## src/rtl/sh4_fpu_lnorm_pkg.sv

```systemverilog
// sh4_fpu_lnorm_pkg: shared FPU widths and exponent limits for the normalizer
package sh4_fpu_lnorm_pkg;
  localparam int FPU_EWIDTH = 10;
  localparam int EMIN_SP = 1;
  localparam int EMIN_DP = 1;
  localparam int MANT_SP = 24;
  localparam int MANT_DP = 53;
  localparam int LNORM_WIDTH = 32;
  localparam int LNORM_SWIDTH = 6;
endpackage

```

## src/rtl/sh4_fpu_lzc.sv

```systemverilog
// sh4_fpu_lzc: log-depth leading-zero counter, returns WIDTH for all-zero data
module sh4_fpu_lzc import sh4_fpu_lnorm_pkg::*; #(
  parameter int WIDTH = LNORM_WIDTH,
  parameter int SWIDTH = LNORM_SWIDTH
) (
  input  logic [WIDTH-1:0]  data,
  output logic [SWIDTH-1:0] count
);
  localparam int P = 1 << SWIDTH;
  logic [P-1:0] x;
  // ones padding below the data caps the count at WIDTH for zero input
  always_comb begin
    x = {data, {(P-WIDTH){1'b1}}};
    count = '0;
    for (int k = SWIDTH-1; k >= 0; k--) begin
      if ((x >> (P - (1 << k))) == '0) begin
        count[k] = 1'b1;
        x = x << (1 << k);
      end
    end
  end
endmodule

```

## src/rtl/sh4_fpu_lnorm.sv

```systemverilog
// sh4_fpu_lnorm: 2-stage valid/ready left normalizer with EMIN-clamped shift
module sh4_fpu_lnorm import sh4_fpu_lnorm_pkg::*; #(
  parameter int WIDTH = LNORM_WIDTH,
  parameter int SWIDTH = LNORM_SWIDTH,
  parameter int EWIDTH = FPU_EWIDTH,
  parameter int EMIN = EMIN_SP
) (
  input  logic              clk,
  input  logic              rst,
  input  logic              flush,
  input  logic              in_valid,
  output logic              in_ready,
  input  logic [WIDTH-1:0]  in_mant,
  input  logic [EWIDTH-1:0] in_exp,
  input  logic              in_sticky,
  output logic              out_valid,
  input  logic              out_ready,
  output logic [WIDTH-1:0]  out_mant,
  output logic [EWIDTH-1:0] out_exp,
  output logic              out_sticky,
  output logic [SWIDTH-1:0] out_lzc,
  output logic              out_zero,
  output logic              out_denorm
);
  logic s1_valid, s1_sticky, s2_valid, s2_sticky, s2_zero, s2_denorm, s2_load, zero;
  logic [WIDTH-1:0] s1_mant, s2_mant;
  logic [EWIDTH-1:0] s1_exp, s2_exp;
  logic [SWIDTH-1:0] lzc, s1_lzc, s2_lzc, shamt;
  logic signed [EWIDTH:0] room, lzc_x;
  sh4_fpu_lzc #(.WIDTH(WIDTH), .SWIDTH(SWIDTH)) u_lzc (.data(in_mant), .count(lzc));
  assign s2_load = !s2_valid || out_ready;
  assign in_ready = !s1_valid || s2_load;
  // one extra exponent bit keeps in_exp-EMIN from wrapping
  always_comb begin
    room = $signed({s1_exp[EWIDTH-1], s1_exp}) - $signed((EWIDTH+1)'(EMIN));
    lzc_x = $signed((EWIDTH+1)'(s1_lzc));
    shamt = room < 0 ? '0 : (lzc_x < room ? s1_lzc : room[SWIDTH-1:0]);
    zero = s1_mant == '0;
  end
  always_ff @(posedge clk) begin
    if (rst) begin
      s1_valid <= 1'b0;
      s1_mant <= '0;
      s1_exp <= '0;
      s1_sticky <= 1'b0;
      s1_lzc <= '0;
      s2_valid <= 1'b0;
      s2_mant <= '0;
      s2_exp <= '0;
      s2_sticky <= 1'b0;
      s2_lzc <= '0;
      s2_zero <= 1'b0;
      s2_denorm <= 1'b0;
    end else begin
      if (flush) begin
        s1_valid <= 1'b0;
        s2_valid <= 1'b0;
      end else begin
        if (in_ready) s1_valid <= in_valid;
        if (s2_load) s2_valid <= s1_valid;
      end
      if (in_valid && in_ready) begin
        s1_mant <= in_mant;
        s1_exp <= in_exp;
        s1_sticky <= in_sticky;
        s1_lzc <= lzc;
      end
      if (s2_load && s1_valid) begin
        s2_mant <= zero ? '0 : s1_mant << shamt;
        s2_exp <= zero ? '0 : s1_exp - EWIDTH'(shamt);
        s2_sticky <= s1_sticky;
        s2_lzc <= s1_lzc;
        s2_zero <= zero;
        s2_denorm <= !zero && shamt < s1_lzc;
      end
    end
  end
  assign out_valid = s2_valid;
  assign out_mant = s2_mant;
  assign out_exp = s2_exp;
  assign out_sticky = s2_sticky;
  assign out_lzc = s2_lzc;
  assign out_zero = s2_zero;
  assign out_denorm = s2_denorm;
endmodule

```

## config.mk

```make
export PLATFORM = sky130hd
export DESIGN_NAME = sh4_fpu_lnorm
export DESIGN_NICKNAME = d
export VERILOG_FILES = /design/src/rtl/sh4_fpu_lnorm_pkg.sv /design/src/rtl/sh4_fpu_lzc.sv /design/src/rtl/sh4_fpu_lnorm.sv
export SDC_FILE = /design/constraint.sdc
export NUM_CORES = 1
export LEC_CHECK = 0
export ABC_AREA = 1
export CAP_MARGIN = 20
export CORE_MARGIN = 4
export CORE_UTILIZATION = 50
export DETAILED_ROUTE_END_ITERATION = 10
export PLACE_DENSITY_LB_ADDON = 0.05
export SYNTH_ARGS = -nofsm -noshare
export SYNTH_HDL_FRONTEND = slang
export SYNTH_HIERARCHICAL = 1
export SYNTH_SLANG_ARGS = --single-unit
```

## constraint.sdc

```tcl
create_clock -name clk -period 4.6 [get_ports clk]
set_input_delay 0.46 -clock clk [delete_from_list [all_inputs] [get_ports clk]]
set_output_delay 0.46 -clock clk [all_outputs]
set_load 0.05 [all_outputs]
```

== Word-level counts from Yosys, hierarchy flattened ==
Cells that the tools add are included.
Word-level totals
  flip-flop bits (word level): 102
  output and inout bits: 53
Operators by class
  $add $sub $neg: 2
  shift-type cells: 1
  reductions and logical operators: 16
  order comparisons: 3
  mux-type cells: 15
Operators with widths (number)
  64-bit zero test: 6
  64-bit two-way mux: 5
  32-bit zero test: 1
  32-bit two-way mux: 1
  32-bit by 6-bit left shift with 32-bit output: 1
  6-bit two-way mux: 2
  11-bit by 1-bit < comparator with 1-bit output, second input constant: 1
  7-bit by 11-bit < comparator with 1-bit output: 1
  10-bit by 2-bit subtractor with 11-bit output, second input constant: 1
  10-bit two-way mux: 1
  10-bit by 6-bit subtractor with 10-bit output: 1
  6-bit < comparator: 1
  1-bit two-way mux: 6
  1-bit logical AND: 3
  1-bit zero test: 3
  1-bit logical OR: 2
  2-bit OR reduction: 1

== Depth between registers and ports, before layout ==
  depth after elaboration: 12
  mapped depth: 32
  mapped depth without buffers: 31

== By module ==
The synthesis kept the hierarchy.
By module, submodules not included
  sh4_fpu_lnorm: cells each 966, seq. area each 2042.0 um^2, instances 1, area each 6253.5 um^2
  sh4_fpu_lzc: cells each 148, seq. area each 0.0 um^2, instances 1, area each 757.0 um^2

== Worst setup path before layout ==
No wires, ideal clock.
  kind: register to register
  start point: register s1_exp[1]
  end point: register s2_exp[6], in the netlist out_exp[6]
  cell stages (with the launch flop): 25
  data arrival time: 3.514 ns
  slack: 0.958 ns
  period minus slack after synthesis: 3.642 ns
  path through: dfxtp_1 -> inv_1 -> ha_1 -> xnor2_1 -> ha_1 -> a21oi_1 -> nand2_1 -> nand2_1 -> nand2_1 -> nand2_1 -> nand2_1 -> nand2_4 -> nand2_1 -> nand3_1 -> buf_4 -> buf_6 -> inv_1 -> ha_1 -> fa_1 -> o31ai_1 -> nand2_1 -> a21oi_1 -> o21ai_0 -> a32oi_1 -> nor2_1
On the way
  longest elaborated chain between the ends: 6
  elaborated cells on any way between the ends: 7
  classes of those cells: add/sub: 2; order compare: 2; mux: 3
RTL lines
  start, declared: RTL line sh4_fpu_lnorm.sv:27  | logic [EWIDTH-1:0] s1_exp, s2_exp;
  start signal, assigned: RTL line sh4_fpu_lnorm.sv:64  | s1_exp <= in_exp;
  10-bit by 2-bit subtractor with 11-bit output: RTL line sh4_fpu_lnorm.sv:35  | room = $signed({s1_exp[EWIDTH-1], s1_exp}) - $signed((EWIDTH+1)'(EMIN));
  7-bit by 11-bit < comparator with 1-bit output: RTL line sh4_fpu_lnorm.sv:37  | shamt = room < 0 ? '0 : (lzc_x < room ? s1_lzc : room[SWIDTH-1:0]);
  6-bit two-way mux (2 in a row): RTL line sh4_fpu_lnorm.sv:37
  10-bit by 6-bit subtractor with 10-bit output (*): RTL line sh4_fpu_lnorm.sv:70  | s2_exp <= zero ? '0 : s1_exp - EWIDTH'(shamt);
  10-bit two-way mux (*): RTL line sh4_fpu_lnorm.sv:70
  end signal, assigned: RTL line sh4_fpu_lnorm.sv:70
  end, declared: RTL line sh4_fpu_lnorm.sv:27
Mark *: on every way between the ends. The rest lies on a longest branch, timed or not.
A chain may end at the register's enable or synchronous reset.

== Worst setup path in the final report ==
  start point: register s1_exp[1]
  end point: register s2_exp[8], in the netlist out_exp[8]
Same word-level chain as after synthesis.

==> impl_metrics.py <==
metrics = {
    "sta": {
        "fmax_mhz": 264,
        "fin_crit_sh": 0.823,
        "report.final.slew_viol_count": 0,
        "min_period_ns": 3.78,
        "timing.hold.ws_ns": 0.466,
        "hold_violations": 0,
        "finClkSkew_ns": 0.0161,
        "setup_tns_ns": 0,
        "rsz0062_at_grt": "false",
        "tightest_slew_ns": 0.804,
        "fin_ws_ns": 0.816,
        "slew_headroom": 0.462,
        "setup_viol": 0,
    },
    "global_route": {
        "grt_max_degree": 53,
        "grt.overflow.total": 0,
        "grt_pass1_wl_um": 34200,
        "grt_pass1_vias": 6829,
        "antenna_found_initial": 0,
        "grt_util_all_layers": 0.257,
    },
    "worst_setup_path": {
        "cp_top_family": "adder cells",
        "slowest_stage": "fa_1",
        "path_buf_inv": 2,
        "cp_max_fo": 8,
        "crit_chain": "inv_1 -> ha_1 -> xnor2_1 -> ha_1 -> a21oi_1 -> nand2_1 -> nand2_1 -> nand2_1 -> nand2_1 -> nand2_1 -> nand2_4 -> nand2_1 -> nand3_1 -> inv_1 -> ha_1 -> fa_1 -> o31ai_1 -> nand2_1 -> a21oi_1 -> nor3_1 -> a21oi_1 -> o21ai_0 -> a21oi_1",
        "end_kind": "register",
        "cpMostUsedCell": "nand2_1",
        "critPathKind": "reg2reg",
        "ff2ff_setup_slack_ns": 0.82,
        "crit_required_ns": 4.90,
        "slowest_delay_ns": 0.40,
        "crit_path_start_kind": "register",
        "crit_arrival_ns": 4.08,
    },
    "drt": {
        "wl_met2_um": 9530,
        "post_drt_wl_per_cell_um": 15.3,
        "drtIter0Drc": 684,
        "wl_met1_um": 9950,
        "dr.pass1.iters": 5,
        "routed_wl_um": 20800,
        "via_count": 7578,
        "highest_layer": "met4",
        "ant_nets": 0,
        "wl_met3_um": 968,
        "vias_per_cell": 5.58,
        "drc": 0,
    },
    "die": {
        "num_io_pins": 101,
        "die_y_um": 126,
        "coreArea_um2": 13800,
        "start_util": 0.507,
        "rows": 43,
        "die_width_um": 126,
        "die-area_um2": 16000,
    },
    "clock_tree": {
        "h-tree-depth": 3,
        "cts_buffers": 9,
        "cts_num_sinks": 102,
        "cts_root_buf": "clkbuf_16",
        "clkLatencyLatePin_ns": 0.36,
        "cts_tree": "yes",
        "cts.path.max_buffers": 2,
        "postCtsHoldBufs": 0,
        "cts-resized-gates": 0,
        "clk_pin_slew_ns": 0.08,
        "postCtsSetupBuffers": 0,
    },
    "finish": {
        "synthToLayoutAreaGrowth_pct": 18.0,
        "fin_nets": 1241,
        "final_core_util": 0.598,
        "layout_common_cells": "nand2_1, nand3_1, dfxtp_1",
        "num_antenna_cells": 0,
        "final_common_cell": "nand2_1",
        "layoutNonFillerInstCount": 1359,
        "drive_gt1_frac": 0.0797,
    },
    "status": {
        "outcome": "complete, no violations",
    },
    "synthesis": {
        "netlist_area_um2": 7010,
        "synth_warnings": 6,
        "syn_nets": 1180,
        "ys_types": 41,
        "ys_ff_latch": 102,
        "syn-mean-instance-area_um2": 6.29,
        "ys_seq_area_frac": 0.291,
        "syn_inst": 1114,
    },
    "worst_hold_path": {
        "hold_path.class": "reg2reg",
    },
    "place": {
        "io_buffers": 100,
        "dpl.cell_count": 1344,
        "dp_slack_ns": 0.840,
        "gp_congestion": 0.924,
        "post-dp-hpwl_um": 15500,
    },
    "pwr": {
        "irDropWorstVdd_mv": 0.180,
        "p_leak_nw": 3.69,
        "p_per_area_nw_per_um2": 326,
    },
    "job": {
        "max_cap_violations": 0,
    },
}
path summary, 6_finish.rpt:
check / startpoint / to / cells after the start
max: s1_exp[1]$_SDFFE_PP0P_ / out_exp[8]$_SDFFE_PP0P_ / 23
min reg2reg: out_mant[8]$_SDFFE_PP0P_ / out_mant[8]$_SDFFE_PP0P_ / 2
min: out_mant[8]$_SDFFE_PP0P_ / out_mant[8]$_SDFFE_PP0P_ / 2
max reg2reg: s1_exp[1]$_SDFFE_PP0P_ / out_exp[8]$_SDFFE_PP0P_ / 23
cells in the mapped netlist:
| cell | n | area [um2] |
|---|---|---|
| nand2_1 | 268 | 1010 |
| nand3_1 | 237 | 1190 |
| dfxtp_1 | 102 | 2040 |
| a21oi_1 | 96 | 480 |
| inv_1 | 96 | 360 |
| o21ai_0 | 65 | 325 |
| nor2_1 | 50 | 188 |
| clkbuf_1 | 27 | 101 |
| nand4_1 | 23 | 144 |
| buf_2 | 19 | 95.1 |
| ha_1 | 17 | 213 |
| nand2_2 | 17 | 106 |
| inv_2 | 12 | 45.0 |
| buf_4 | 10 | 75.1 |
| nor2_2 | 10 | 62.6 |
| nor2_4 | 10 | 113 |
| nor4_1 | 7 | 43.8 |
| buf_6 | 6 | 67.6 |
| or2_2 | 4 | 25.0 |
| xor2_1 | 4 | 35.0 |
| nand2_4 | 3 | 33.8 |
| nand3_4 | 3 | 52.6 |
| nor3_1 | 3 | 15.0 |
| o21ai_1 | 3 | 15.0 |
| and2_1 | 2 | 12.5 |
| and3_1 | 2 | 12.5 |
| inv_4 | 2 | 12.5 |
| nand3_2 | 2 | 20.0 |
| o31ai_1 | 2 | 15.0 |
| a211oi_1 | 1 | 7.51 |
| a21boi_0 | 1 | 7.51 |
| a21o_1 | 1 | 7.51 |
| a21oi_2 | 1 | 8.76 |
| a32oi_1 | 1 | 8.76 |
| clkinv_1 | 1 | 3.75 |
| fa_1 | 1 | 20.0 |
| nor3_2 | 1 | 10.0 |
| o2111ai_1 | 1 | 8.76 |
| o211ai_1 | 1 | 7.51 |
| o21ai_2 | 1 | 8.76 |
| xnor2_1 | 1 | 8.76 |
layer usage:
layer	GRT usage	vias to the layer above
li1	-	3828
met2	0.406	221
met1	0.372	3504
met3	0.0291	25
met5	0	-
met4	0.0700	0
flip-flops by register name (all words and copies together) (netlist names), 6 cells and up:
name      cells
out_exp      10
out_lzc       6
out_mant     32
s1_exp       10
s1_lzc        6
s1_mant      32
cell families after synthesis:
kind of cell	after synthesis	synth area share
xor gates and xnor gates	5	0.00625
AOI/OAI and AO/OA	174	0.129
buffers and inverters	173	0.109
DFF	102	0.291
adders and majority gates	18	0.0332
and+or+nand+nor	642	0.432
final cells by class:
class,count,area [um2]
fillers,1393,5560
multi-input cells,839,4210
flip-flops and latches,102,2040
repair buffers,112,1090
inverters,111,422
clock buffers,9,225
well taps,180,225
clock inverters,6,55.1
stage by stage:
stage / total power [mW] / cell area (um2)
CTS: 2.70 / 8270
finish: 2.70 / 8270
detailed placement: 1.96 / 7990
global placement: 1.96 / 7990
global route: 2.86 / 8270
floorplan: 1.71 / 7010
worst min-delay path, delay by kind of cell, from the launching register on:
family	cells	cell delay [ns]
compound gates	1	0.05
flops	1	0.31
simple gates	1	0.06
where the power goes:
group | total, mW | internal, mW | leakage (nW) | switching (mW)
sequential | 0.975 | 0.938 | 0.837 | 0.0371
combinational | 0.979 | 0.319 | 2.72 | 0.660
clock | 0.746 | 0.375 | 0.132 | 0.370
total | 2.70 | 1.63 | 3.69 | 1.07
Note: power is estimated with default switching activity, not from simulation.
